[config.mk]
export PLATFORM = sky130hd
export DESIGN_NAME = esfa_op_sequencer_flat
export DESIGN_NICKNAME = d
export VERILOG_FILES = /design/src/rtl/esfa_pkg.sv /design/src/rtl/esfa_op_sequencer_if.sv /design/src/rtl/esfa_op_sequencer.sv /design/src/flat_wrapper.sv
export SDC_FILE = /design/constraint.sdc
export NUM_CORES = 1
export LEC_CHECK = 0
export ABC_AREA = 1
export CORE_MARGIN = 3
export CORE_UTILIZATION = 52
export CTS_CLUSTER_DIAMETER = 80
export DETAILED_ROUTE_END_ITERATION = 10
export PLACE_DENSITY = 0.86
export SYNTH_ARGS = -nofsm -noshare
export SYNTH_HDL_FRONTEND = slang
export SYNTH_SLANG_ARGS = --single-unit
export TNS_END_PERCENT = 50
[constraint.sdc]
create_clock -name clk -period 2.7 [get_ports clk]
set_input_delay 0.405 -clock clk [delete_from_list [all_inputs] [get_ports clk]]
set_output_delay 0.405 -clock clk [all_outputs]
set_load 0.02 [all_outputs]
[src/rtl/esfa_pkg.sv]
// ---------------------------------------------------------------------------
// esfa_pkg
// Shared constants for the ESFA command sequencer and the MemoryCell array it
// drives: cell-step selector codes, command opcodes, the "array full /
// failed" context marker and the sequencer state encoding.  A few small
// helper functions decode the opcode so the sequencer stays readable.
// ---------------------------------------------------------------------------
package esfa_pkg;

   localparam int DATA_W = 8;

   // Selector codes broadcast to every cell; SEL_IDLE matches no cell branch
   localparam logic [7:0] SEL_UPDATE       = 8'd0;
   localparam logic [7:0] SEL_LOOKUP       = 8'd1;
   localparam logic [7:0] SEL_ENCODE       = 8'd2;
   localparam logic [7:0] SEL_CONGRUE_UP   = 8'd3;
   localparam logic [7:0] SEL_CONGRUE_DOWN = 8'd4;
   localparam logic [7:0] SEL_MARK_AVAIL   = 8'd5;
   localparam logic [7:0] SEL_ENRANK       = 8'd6;
   localparam logic [7:0] SEL_IDLE         = 8'hFF;

   // High-level command opcodes; 5..7 are illegal
   localparam logic [2:0] OP_UPDATE  = 3'd0;
   localparam logic [2:0] OP_LOOKUP  = 3'd1;
   localparam logic [2:0] OP_ENCODE  = 3'd2;
   localparam logic [2:0] OP_CONGRUE = 3'd3;
   localparam logic [2:0] OP_ENRANK  = 3'd4;

   localparam logic [7:0] CTX_FAIL = 8'hFF;

   typedef enum logic [2:0] {
      ST_IDLE   = 3'd0,
      ST_ISSUE1 = 3'd1,
      ST_WAIT1  = 3'd2,
      ST_ISSUE2 = 3'd3,
      ST_WAIT2  = 3'd4,
      ST_RESP   = 3'd5
   } state_t;

   // Opcodes above ENRANK have no cell expansion
   function automatic logic is_legal_op(input logic [2:0] op);
      return (op <= OP_ENRANK);
   endfunction

   // UPDATE and CONGRUE expand into two cell steps
   function automatic logic is_two_step(input logic [2:0] op);
      return (op == OP_UPDATE) || (op == OP_CONGRUE);
   endfunction

   // Selector used for the first step of each legal opcode
   function automatic logic [7:0] first_selector(input logic [2:0] op);
      logic [7:0] sel;
      case (op)
         OP_UPDATE:  sel = SEL_MARK_AVAIL;
         OP_LOOKUP:  sel = SEL_LOOKUP;
         OP_ENCODE:  sel = SEL_ENCODE;
         OP_CONGRUE: sel = SEL_CONGRUE_UP;
         OP_ENRANK:  sel = SEL_ENRANK;
         default:    sel = SEL_IDLE;
      endcase
      return sel;
   endfunction

endpackage

[src/rtl/esfa_op_sequencer_if.sv]
// ---------------------------------------------------------------------------
// esfa_op_sequencer_if
// Bundles the three sides of the sequencer: the command handshake
// (cmd_*), the broadcast bus to the cell array plus its reduced result
// (cell_*, arr_*), and the response handshake (rsp_*).
//   slave  : the sequencer's view (takes commands, drives cells/responses)
//   master : the surrounding system (issues commands, answers with arr_*,
//            consumes responses)
// ---------------------------------------------------------------------------
interface esfa_op_sequencer_if
   import esfa_pkg::*;
();

   logic              cmd_valid;
   logic              cmd_ready;
   logic [2:0]        cmd_op;
   logic [DATA_W-1:0] cmd_handle;
   logic [DATA_W-1:0] cmd_index;
   logic [DATA_W-1:0] cmd_value;
   logic [DATA_W-1:0] cmd_metadata;
   logic              cmd_is_metadata;

   logic [DATA_W-1:0] cell_selector;
   logic              cell_will_write;
   logic [DATA_W-1:0] cell_handle;
   logic [DATA_W-1:0] cell_inserted_index;
   logic [DATA_W-1:0] cell_inserted_value;
   logic [DATA_W-1:0] cell_metadata;
   logic              cell_is_metadata;

   logic              arr_bool;
   logic [DATA_W-1:0] arr_value;
   logic [DATA_W-1:0] arr_context;

   logic              rsp_valid;
   logic              rsp_ready;
   logic              rsp_bool;
   logic [DATA_W-1:0] rsp_value;
   logic [DATA_W-1:0] rsp_context;

   modport slave (
      input  cmd_valid, cmd_op, cmd_handle, cmd_index, cmd_value,
             cmd_metadata, cmd_is_metadata,
      output cmd_ready,
      output cell_selector, cell_will_write, cell_handle,
             cell_inserted_index, cell_inserted_value, cell_metadata,
             cell_is_metadata,
      input  arr_bool, arr_value, arr_context,
      output rsp_valid, rsp_bool, rsp_value, rsp_context,
      input  rsp_ready
   );

   modport master (
      output cmd_valid, cmd_op, cmd_handle, cmd_index, cmd_value,
             cmd_metadata, cmd_is_metadata,
      input  cmd_ready,
      input  cell_selector, cell_will_write, cell_handle,
             cell_inserted_index, cell_inserted_value, cell_metadata,
             cell_is_metadata,
      output arr_bool, arr_value, arr_context,
      input  rsp_valid, rsp_bool, rsp_value, rsp_context,
      output rsp_ready
   );

endinterface

[src/rtl/esfa_op_sequencer.sv]
// ---------------------------------------------------------------------------
// esfa_op_sequencer
// Takes one ESFA command at a time and expands it into one or two selector
// steps broadcast to the MemoryCell array, samples the reduced array result
// one cycle after each step, and returns a single response per command.
//   clk   : rising-edge clock shared with the cell array
//   reset : synchronous, active-high; drops any command in flight
//   bus   : esfa_op_sequencer_if.slave (cmd_*, cell_*, arr_*, rsp_*)
// Every output is a flop; the selector is SEL_IDLE and will_write is low
// outside the ISSUE states.
// ---------------------------------------------------------------------------
module esfa_op_sequencer
   import esfa_pkg::*;
(
   input  logic                clk,
   input  logic                reset,
   esfa_op_sequencer_if.slave  bus
);

   state_t            state_q, state_d;

   logic [2:0]        op_q, op_d;
   logic [DATA_W-1:0] handle_q, handle_d;
   logic [DATA_W-1:0] index_q, index_d;
   logic [DATA_W-1:0] value_q, value_d;
   logic [DATA_W-1:0] meta_q, meta_d;
   logic              is_meta_q, is_meta_d;

   logic              cmd_ready_q, cmd_ready_d;

   logic [DATA_W-1:0] cell_sel_q, cell_sel_d;
   logic              cell_ww_q, cell_ww_d;
   logic [DATA_W-1:0] cell_handle_q, cell_handle_d;
   logic [DATA_W-1:0] cell_index_q, cell_index_d;
   logic [DATA_W-1:0] cell_value_q, cell_value_d;
   logic [DATA_W-1:0] cell_meta_q, cell_meta_d;
   logic              cell_is_meta_q, cell_is_meta_d;

   logic              rsp_valid_q, rsp_valid_d;
   logic              rsp_bool_q, rsp_bool_d;
   logic [DATA_W-1:0] rsp_value_q, rsp_value_d;
   logic [DATA_W-1:0] rsp_ctx_q, rsp_ctx_d;

   logic              accept;
   logic              update_abort;

   assign accept       = bus.cmd_valid && cmd_ready_q;
   // markAvailableCell found no free cell: the array is full
   assign update_abort = (op_q == OP_UPDATE) && !bus.arr_bool;

   // Next-state and next-output logic.  The cell_* flops are loaded on the
   // edge that enters an ISSUE state, so the step is visible to the cells for
   // exactly that one cycle; every other cycle falls back to SEL_IDLE with
   // will_write low.  Step-1 operands come straight from the command bus
   // because the command register is being loaded on that same edge.
   always_comb begin
      state_d        = state_q;
      op_d           = op_q;
      handle_d       = handle_q;
      index_d        = index_q;
      value_d        = value_q;
      meta_d         = meta_q;
      is_meta_d      = is_meta_q;
      cell_sel_d     = SEL_IDLE;
      cell_ww_d      = 1'b0;
      cell_handle_d  = cell_handle_q;
      cell_index_d   = cell_index_q;
      cell_value_d   = cell_value_q;
      cell_meta_d    = cell_meta_q;
      cell_is_meta_d = cell_is_meta_q;
      rsp_valid_d    = rsp_valid_q;
      rsp_bool_d     = rsp_bool_q;
      rsp_value_d    = rsp_value_q;
      rsp_ctx_d      = rsp_ctx_q;

      case (state_q)
         ST_IDLE: begin
            if (accept) begin
               op_d      = bus.cmd_op;
               handle_d  = bus.cmd_handle;
               index_d   = bus.cmd_index;
               value_d   = bus.cmd_value;
               meta_d    = bus.cmd_metadata;
               is_meta_d = bus.cmd_is_metadata;
               if (is_legal_op(bus.cmd_op)) begin
                  state_d        = ST_ISSUE1;
                  cell_sel_d     = first_selector(bus.cmd_op);
                  cell_ww_d      = (bus.cmd_op == OP_CONGRUE);
                  cell_handle_d  = bus.cmd_handle;
                  cell_index_d   = bus.cmd_index;
                  cell_value_d   = bus.cmd_value;
                  cell_meta_d    = bus.cmd_metadata;
                  cell_is_meta_d = bus.cmd_is_metadata;
               end else begin
                  state_d     = ST_RESP;
                  rsp_valid_d = 1'b1;
                  rsp_bool_d  = 1'b0;
                  rsp_value_d = '0;
                  rsp_ctx_d   = CTX_FAIL;
               end
            end
         end

         ST_ISSUE1: state_d = ST_WAIT1;

         ST_WAIT1: begin
            if (is_two_step(op_q) && !update_abort) begin
               state_d        = ST_ISSUE2;
               cell_ww_d      = 1'b1;
               cell_handle_d  = handle_q;
               cell_index_d   = index_q;
               cell_value_d   = value_q;
               if (op_q == OP_UPDATE) begin
                  // The free cell's context becomes the metadata to write
                  cell_sel_d     = SEL_UPDATE;
                  cell_meta_d    = bus.arr_context;
                  cell_is_meta_d = 1'b1;
               end else begin
                  cell_sel_d     = SEL_CONGRUE_DOWN;
                  cell_meta_d    = meta_q;
                  cell_is_meta_d = is_meta_q;
               end
            end else begin
               state_d     = ST_RESP;
               rsp_valid_d = 1'b1;
               if (update_abort) begin
                  rsp_bool_d  = 1'b0;
                  rsp_value_d = '0;
                  rsp_ctx_d   = CTX_FAIL;
               end else begin
                  rsp_bool_d  = bus.arr_bool;
                  rsp_value_d = bus.arr_value;
                  rsp_ctx_d   = bus.arr_context;
               end
            end
         end

         ST_ISSUE2: state_d = ST_WAIT2;

         ST_WAIT2: begin
            state_d     = ST_RESP;
            rsp_valid_d = 1'b1;
            rsp_bool_d  = bus.arr_bool;
            rsp_value_d = bus.arr_value;
            rsp_ctx_d   = bus.arr_context;
         end

         ST_RESP: begin
            if (bus.rsp_ready) begin
               state_d     = ST_IDLE;
               rsp_valid_d = 1'b0;
            end
         end

         default: state_d = ST_IDLE;
      endcase

      // Registered ready: high exactly while the FSM sits in IDLE
      cmd_ready_d = (state_d == ST_IDLE);
   end

   // State and output registers.  Reset clears everything, so cmd_ready is
   // low while reset is held and rises on the first clock after it drops.
   always_ff @(posedge clk) begin
      if (reset) begin
         state_q        <= ST_IDLE;
         op_q           <= '0;
         handle_q       <= '0;
         index_q        <= '0;
         value_q        <= '0;
         meta_q         <= '0;
         is_meta_q      <= 1'b0;
         cmd_ready_q    <= 1'b0;
         cell_sel_q     <= SEL_IDLE;
         cell_ww_q      <= 1'b0;
         cell_handle_q  <= '0;
         cell_index_q   <= '0;
         cell_value_q   <= '0;
         cell_meta_q    <= '0;
         cell_is_meta_q <= 1'b0;
         rsp_valid_q    <= 1'b0;
         rsp_bool_q     <= 1'b0;
         rsp_value_q    <= '0;
         rsp_ctx_q      <= '0;
      end else begin
         state_q        <= state_d;
         op_q           <= op_d;
         handle_q       <= handle_d;
         index_q        <= index_d;
         value_q        <= value_d;
         meta_q         <= meta_d;
         is_meta_q      <= is_meta_d;
         cmd_ready_q    <= cmd_ready_d;
         cell_sel_q     <= cell_sel_d;
         cell_ww_q      <= cell_ww_d;
         cell_handle_q  <= cell_handle_d;
         cell_index_q   <= cell_index_d;
         cell_value_q   <= cell_value_d;
         cell_meta_q    <= cell_meta_d;
         cell_is_meta_q <= cell_is_meta_d;
         rsp_valid_q    <= rsp_valid_d;
         rsp_bool_q     <= rsp_bool_d;
         rsp_value_q    <= rsp_value_d;
         rsp_ctx_q      <= rsp_ctx_d;
      end
   end

   assign bus.cmd_ready           = cmd_ready_q;
   assign bus.cell_selector       = cell_sel_q;
   assign bus.cell_will_write     = cell_ww_q;
   assign bus.cell_handle         = cell_handle_q;
   assign bus.cell_inserted_index = cell_index_q;
   assign bus.cell_inserted_value = cell_value_q;
   assign bus.cell_metadata       = cell_meta_q;
   assign bus.cell_is_metadata    = cell_is_meta_q;
   assign bus.rsp_valid           = rsp_valid_q;
   assign bus.rsp_bool            = rsp_bool_q;
   assign bus.rsp_value           = rsp_value_q;
   assign bus.rsp_context         = rsp_ctx_q;

endmodule

[src/flat_wrapper.sv]
// flat-port wrapper written by rule: the top's interface ports become plain ports
module esfa_op_sequencer_flat import esfa_pkg::*;
  (clk, reset, bus_cmd_valid, bus_cmd_op, bus_cmd_handle, bus_cmd_index, bus_cmd_value, bus_cmd_metadata, bus_cmd_is_metadata, bus_cmd_ready, bus_cell_selector, bus_cell_will_write, bus_cell_handle, bus_cell_inserted_index, bus_cell_inserted_value, bus_cell_metadata, bus_cell_is_metadata, bus_arr_bool, bus_arr_value, bus_arr_context, bus_rsp_valid, bus_rsp_bool, bus_rsp_value, bus_rsp_context, bus_rsp_ready);
  esfa_op_sequencer_if bus_i ();
  input  logic clk;
  input  logic reset;
  input wire logic [$bits(bus_i.cmd_valid)-1:0] bus_cmd_valid;
  input wire logic [$bits(bus_i.cmd_op)-1:0] bus_cmd_op;
  input wire logic [$bits(bus_i.cmd_handle)-1:0] bus_cmd_handle;
  input wire logic [$bits(bus_i.cmd_index)-1:0] bus_cmd_index;
  input wire logic [$bits(bus_i.cmd_value)-1:0] bus_cmd_value;
  input wire logic [$bits(bus_i.cmd_metadata)-1:0] bus_cmd_metadata;
  input wire logic [$bits(bus_i.cmd_is_metadata)-1:0] bus_cmd_is_metadata;
  output wire logic [$bits(bus_i.cmd_ready)-1:0] bus_cmd_ready;
  output wire logic [$bits(bus_i.cell_selector)-1:0] bus_cell_selector;
  output wire logic [$bits(bus_i.cell_will_write)-1:0] bus_cell_will_write;
  output wire logic [$bits(bus_i.cell_handle)-1:0] bus_cell_handle;
  output wire logic [$bits(bus_i.cell_inserted_index)-1:0] bus_cell_inserted_index;
  output wire logic [$bits(bus_i.cell_inserted_value)-1:0] bus_cell_inserted_value;
  output wire logic [$bits(bus_i.cell_metadata)-1:0] bus_cell_metadata;
  output wire logic [$bits(bus_i.cell_is_metadata)-1:0] bus_cell_is_metadata;
  input wire logic [$bits(bus_i.arr_bool)-1:0] bus_arr_bool;
  input wire logic [$bits(bus_i.arr_value)-1:0] bus_arr_value;
  input wire logic [$bits(bus_i.arr_context)-1:0] bus_arr_context;
  output wire logic [$bits(bus_i.rsp_valid)-1:0] bus_rsp_valid;
  output wire logic [$bits(bus_i.rsp_bool)-1:0] bus_rsp_bool;
  output wire logic [$bits(bus_i.rsp_value)-1:0] bus_rsp_value;
  output wire logic [$bits(bus_i.rsp_context)-1:0] bus_rsp_context;
  input wire logic [$bits(bus_i.rsp_ready)-1:0] bus_rsp_ready;
  assign bus_i.cmd_valid = bus_cmd_valid;
  assign bus_i.cmd_op = bus_cmd_op;
  assign bus_i.cmd_handle = bus_cmd_handle;
  assign bus_i.cmd_index = bus_cmd_index;
  assign bus_i.cmd_value = bus_cmd_value;
  assign bus_i.cmd_metadata = bus_cmd_metadata;
  assign bus_i.cmd_is_metadata = bus_cmd_is_metadata;
  assign bus_cmd_ready = bus_i.cmd_ready;
  assign bus_cell_selector = bus_i.cell_selector;
  assign bus_cell_will_write = bus_i.cell_will_write;
  assign bus_cell_handle = bus_i.cell_handle;
  assign bus_cell_inserted_index = bus_i.cell_inserted_index;
  assign bus_cell_inserted_value = bus_i.cell_inserted_value;
  assign bus_cell_metadata = bus_i.cell_metadata;
  assign bus_cell_is_metadata = bus_i.cell_is_metadata;
  assign bus_i.arr_bool = bus_arr_bool;
  assign bus_i.arr_value = bus_arr_value;
  assign bus_i.arr_context = bus_arr_context;
  assign bus_rsp_valid = bus_i.rsp_valid;
  assign bus_rsp_bool = bus_i.rsp_bool;
  assign bus_rsp_value = bus_i.rsp_value;
  assign bus_rsp_context = bus_i.rsp_context;
  assign bus_i.rsp_ready = bus_rsp_ready;
  esfa_op_sequencer u_core (.clk(clk), .reset(reset), .bus(bus_i));
endmodule
Word level (Yosys, flattened, before mapping)
Index checks and enable logic that the tools add are counted.
Word-level totals
  output and inout port bits: 61
  logic and storage cells: 110
  bits in registers: 100
  bits of input ports: 57
Cells by class
  multiplexer cells: 57
  magnitude comparators: 1
  equality and inequality tests: 16
  reductions and logical operators: 17
Operator list (number)
  $mux W8: 24
  $pmux W8 S2: 5
  $pmux W8 S3: 2
  $pmux W8 S5: 1
  $pmux W3 S6: 1
  $eq A3 B2 Y1 const B: 5
  $mux W1: 15
  $mux W3: 5
  $logic_not A3 Y1: 4
  $eq A3 B3 Y1 const B: 3
  $reduce_and A4 Y1: 2
  $eq A3 B1 Y1 const B: 2
  $ne A2 B1 Y1 const B: 3
  $ne A2 B2 Y1 const B: 3
  $reduce_and A5 Y1: 1
  $pmux W1 S2: 2
  $pmux W1 S4: 1
  $reduce_bool A4 Y1: 1
  $le A3 B3 Y1 const B: 1
  $logic_and A1 B1 Y1: 3
  $pmux W1 S3: 1
  $reduce_bool A3 Y1: 1
  $logic_not A1 Y1: 2
  $reduce_and A2 Y1: 1
  other kinds (2): 2

Depth between registers and ports, before layout
  word-level depth: 7
  mapped depth: 9
  mapped depth without buffers: 8

Worst setup path before layout
OpenSTA, ideal clock, no wires.
  path kind: flip-flop to flip-flop
  from: reg u_core.cmd_ready_q (netlist: u_core.bus.cmd_ready)
  to: reg u_core.cell_handle_q[0] (netlist: u_core.bus.cell_handle[0])
  required time: 2.584 ns
  setup slack: 1.210 ns
  stages on the path, launching flop included: 9
  buffers on the path: 1
  arrival time: 1.374 ns
  library setup time: 0.116 ns
  clock period less this slack: 1.490 ns
  cells stage by stage: dfxtp_1 nand2_1 nor3_2 nand2_1 nand2_2 inv_2 buf_2 nor2_1 nor2_1
Between the ends
  cells in the longest elaborated chain, start to end: 3
RTL lines
  start: declaration: RTL line esfa_op_sequencer.sv:29  | logic cmd_ready_q, cmd_ready_d;
  start signal: assignment: RTL line esfa_op_sequencer.sv:193  | cmd_ready_q <= cmd_ready_d;
  $logic_and A1 B1 Y1: RTL line esfa_op_sequencer.sv:47  | assign accept = bus.cmd_valid && cmd_ready_q;
  $ne A2 B1 Y1 (no line)
  $reduce_and A4 Y1 (no line)
  end signal: assignment: RTL line esfa_op_sequencer.sv:196  | cell_handle_q <= cell_handle_d;
  end: declaration: RTL line esfa_op_sequencer.sv:33  | logic [DATA_W-1:0] cell_handle_q, cell_handle_d;
No other way between the ends.
A chain may end at the register's enable or synchronous reset.

Final worst setup path
  from: reg u_core.state_q[1]
  to: reg u_core.cell_value_q[1] (netlist: u_core.bus.cell_inserted_value[1])
Between the ends
  cells in the longest elaborated chain, start to end: 3
  elaborated cells on any way between the ends: 8
  those cells by class: 4 x eq/ne; 1 x mux; 3 x reduce/logical
RTL lines
  start: declaration: RTL line esfa_op_sequencer.sv:20  | state_t state_q, state_d;
  start signal: assignment: RTL line esfa_op_sequencer.sv:186  | state_q <= state_d;
  $eq A3 B2 Y1 or $logic_not A3 Y1 (tied branches): RTL line esfa_op_sequencer.sv:76  | case (state_q)
  $ne A2 B1 Y1 (no line) or $reduce_bool A2 Y1 (tied branches)
  $reduce_and A4 Y1 (no line)
  end signal: assignment: RTL line esfa_op_sequencer.sv:198  | cell_value_q <= cell_value_d;
  end: declaration: RTL line esfa_op_sequencer.sv:35  | logic [DATA_W-1:0] cell_value_q, cell_value_d;
Several ways; a longest one is shown, not always the timed one.

==> metrics.csv <==
stage,metric,value,unit
die,dieWidth,96.33,um
critical_path,cp.arrival,2370,ps
grt,grt.overflow.total,0,
route,num_vias,4365,
clock_network,cts_buffers,9,
layout,area_growth,32.03,%
timing,worst_slew_margin_rel,0.6002,
critical_path,start_kind,flip-flop,
timing,post-route-period-util,0.7863,
logic_synthesis,synth_seq_cells,96,
pwr,seqPwrFrac,0.374,
timing,setup_tns,0,ps
route,vias_per_cell,5.221,
clock_network,htreeDepth,3,
pwr,p_total,5.287,mW
logic_synthesis,synth.distinct_cells,22,
min_path,worstHoldPathType,flip-flop to flip-flop,
critical_path,required,2940,ps
route,drt_iter0_drc,158,
route,antenna_left,0,
grt,grt_pass1_wl,17580,um
die,fp.dieArea,9279,um^2
min_path,hold_start,u_core.index_q[6]$_SDFFE_PP0P_,
clock_network,path_clk_slew,100,ps
timing,setup_viol,0,
logic_synthesis,yosysSeqAreaShare,0.4530,
timing,hold_viol,0,
clock_network,postCtsResizedCells,0,
route,wl_per_cell,13.13,um
layout,antennaDiodeCount,0,
logic_synthesis,synth_area_leader_cell,dfxtp_1,
pwr,leakage,2.485,nW
logic_synthesis,synth_edf_count,0,
die,start_util,0.5434,
logic_synthesis,yosys_warnings,0,
pwr,pwr_density_cell,943.8,nW/um^2
grt,grt_max_degree,76,
place,dp_cells,821,
critical_path,reg2reg_slack,580,ps
critical_path,r2r_cells,7,
clock_network,tritoncts,built,
clock_network,cts_buffer_depth,2,
run,maxCapViolations,0,
logic_synthesis,synth_nets,692,
logic_synthesis,syn_avg_cell_area,6.682,um^2
route,drt_wl_total,10980,um
clock_network,cts_hold_repair.buffers,0,
timing,finClkSkew,13.13,ps
clock_network,root_buffer,clkbuf_8,
logic_synthesis,synthTopCellsByArea,"dfxtp_1 45%, nand2_1 12%, o21ai_0 11%",
critical_path,end_kind,flip-flop,
pwr,p_sw_frac,0.4052,
pwr,clockPowerShare,0.179,
min_path,hold_end,u_core.index_q[6]$_SDFFE_PP0P_,
timing,setup_ws,577.0,ps
timing,max_freq,471.0,MHz
place,dp_slack,388.1,ps
layout,finalNonFillerCells,836,
die,fp.coreArea,7807,um^2
logic_synthesis,synth_flop_cell,dfxtp_1,
clock_network,cts_sinks,96,
route,dr.pass1.iters,5,
place,port_buffers,117,
min_path,hold_path_depth,2,
status,status,finished clean,
logic_synthesis,syn_area,4243,um^2
layout,drive_gt1_frac,0.04496,
die,ios,118,
timing,tightest_slew,598.8,ps
logic_synthesis,synth_common_cells,"132 x nand2_1, 115 x nor2_1, 96 x dfxtp_1",
timing,fin_crit,2123,ps
grt,grt_pass1_vias,3983,
clock_network,cts_setup_buffers,0,
route,route.detailed.drc,0,
critical_path,r2r-end,u_core.bus.cell_inserted_value[1]$_SDFFE_PP0P_,
logic_synthesis,yosysMostFrequentCell,nand2_1,
die,num_rows,32,
place,place.gp.congestion,0.8952,
grt,antenna_found_initial,0,
critical_path,r2r_start,u_core.state_q[1]$_SDFF_PP0_,
logic_synthesis,async_flop_share,0,
critical_path,critPathMaxFanout,33,
critical_path,crit_type,flip-flop to flip-flop,
place,dp_hpwl,7516,um
logic_synthesis,synthCells,635,
pwr,p_comb_frac,0.447,
clock_network,clk_latency,360,ps
pwr,p_sw,2.142,mW
die,die_h,96.33,um
grt,grt.total_usage,0.2377,
timing,rsz0062_at_grt,no,
layout,final_util,0.7175,
pwr,internal_power,3.145,mW
pwr,worst_ir_drop_vdd,0.4888,mV
timing,slew_violations,0,
logic_synthesis,synth_top_cell_area_share,0.4530,
layout,nNetsFinal,787,
-- metal layers --
| layer | routed length [um] | part of all wire | vias up | track usage |
|---|---|---|---|---|
| met4 | 232 | 0.021 | 0 | 0.09463 |
| met3 | 947 | 0.086 | 22 | 0.04457 |
| li1 | - | - | 2181 | - |
| met1 | 4753 | 0.43 | 1990 | 0.3150 |
| met2 | 5042 | 0.46 | 172 | 0.3818 |
| met5 | 0 | 0 | - | 0 |
-- critical path, cell delays in order, from the launching register on --
cell and delay [ps]:
dfxtp_1 540, nand3_2 130, inv_2 300, nand2_2 180, nand2_2 280, inv_2 310, nor2_1 170, nor2_1 70
-- worst max-delay path by stage --
stage	startpoint	to	depth (start not counted)
4_1_cts	u_core.state_q[1]$_SDFF_PP0_	u_core.bus.cell_inserted_value[1]$_SDFFE_PP0P_	7
2_1_floorplan	u_core.bus.cmd_ready$_SDFF_PP0_	u_core.bus.cell_handle[0]$_SDFFE_PP0P_	8
3_3_place_gp	bus_cmd_valid	u_core.bus.cell_handle[0]$_SDFFE_PP0P_	8
3_5_place_dp	bus_cmd_op[1]	u_core.bus.cell_is_metadata$_SDFFE_PP0P_	9
5_1_grt	u_core.state_q[1]$_SDFF_PP0_	u_core.bus.cell_inserted_value[0]$_SDFFE_PP0P_	7
6_report	u_core.state_q[1]$_SDFF_PP0_	u_core.bus.cell_inserted_value[1]$_SDFFE_PP0P_	7
-- final cells by class --
class | instances | area (um^2)
clock inverters | 4 | 55.05
flip-flops and latches | 96 | 1922
multi-input cells | 428 | 1864
well taps | 102 | 127.6
clock buffers | 11 | 141.4
repair buffers | 121 | 1214
fillers | 653 | 2206
inverters | 74 | 277.8
-- power by group through the flow --
stage | combinational [mW] | sequential [mW] | clock (mW)
6_report | 2.36 | 1.98 | 0.945
5_1_grt | 2.64 | 2.01 | 1.02
4_1_cts | 2.37 | 1.97 | 0.961
3_5_place_dp | 2.35 | 2.00 | 0
3_3_place_gp | 2.28 | 1.99 | 0
2_1_floorplan | 1.30 | 2.24 | 0
-- kinds of logic after synthesis --
kind of cell / count (synthesis) / synth area share
and+or+nand+nor: 295 / 0.2807
AOI/OAI and AO/OA: 133 / 0.1581
DFF: 96 / 0.4530
buffers and inverters: 111 / 0.1082
-- state kept, by name, summed over array words and instances, names as in the netlist --
signal and count:
u_core.bus.rsp_bool 1, u_core.index_q 8, u_core.is_meta_q 1, u_core.bus.cell_is_metadata 1, u_core.bus.rsp_context 8, u_core.bus.cell_inserted_index 8
u_core.handle_q 8, u_core.bus.cell_will_write 1, u_core.bus.cell_selector 4, u_core.state_q 3, u_core.bus.rsp_value 8, u_core.meta_q 8
u_core.value_q 8, u_core.op_q 3, u_core.bus.cell_inserted_value 8, u_core.bus.cmd_ready 1, u_core.bus.rsp_valid 1, u_core.bus.cell_handle 8
u_core.bus.cell_metadata 8
-- cell usage in the layout, fill, tap and decap left out, types with 4 or more instances in the layout --
master / Yosys / final
a21oi_1: 37 / 37
clkbuf_8: 0 / 10
clkdlybuf4s50_1: 0 / 117
dfxtp_1: 96 / 96
inv_1: 67 / 66
inv_2: 6 / 7
nand2_1: 132 / 131
nand2_2: 3 / 4
nand3_1: 37 / 37
nor2_1: 115 / 115
o21ai_0: 91 / 91
-- through the flow --
stage               hold slack, ps  instance area [um^2]
floorplan                    424.5                  4243
global placement             431.3                  5405
detailed placement           440.3                  5405
CTS                          452.8                  5602
global route                 476.5                  5602
finish                       454.3                  5602
(Power assumes the default switching activity.)
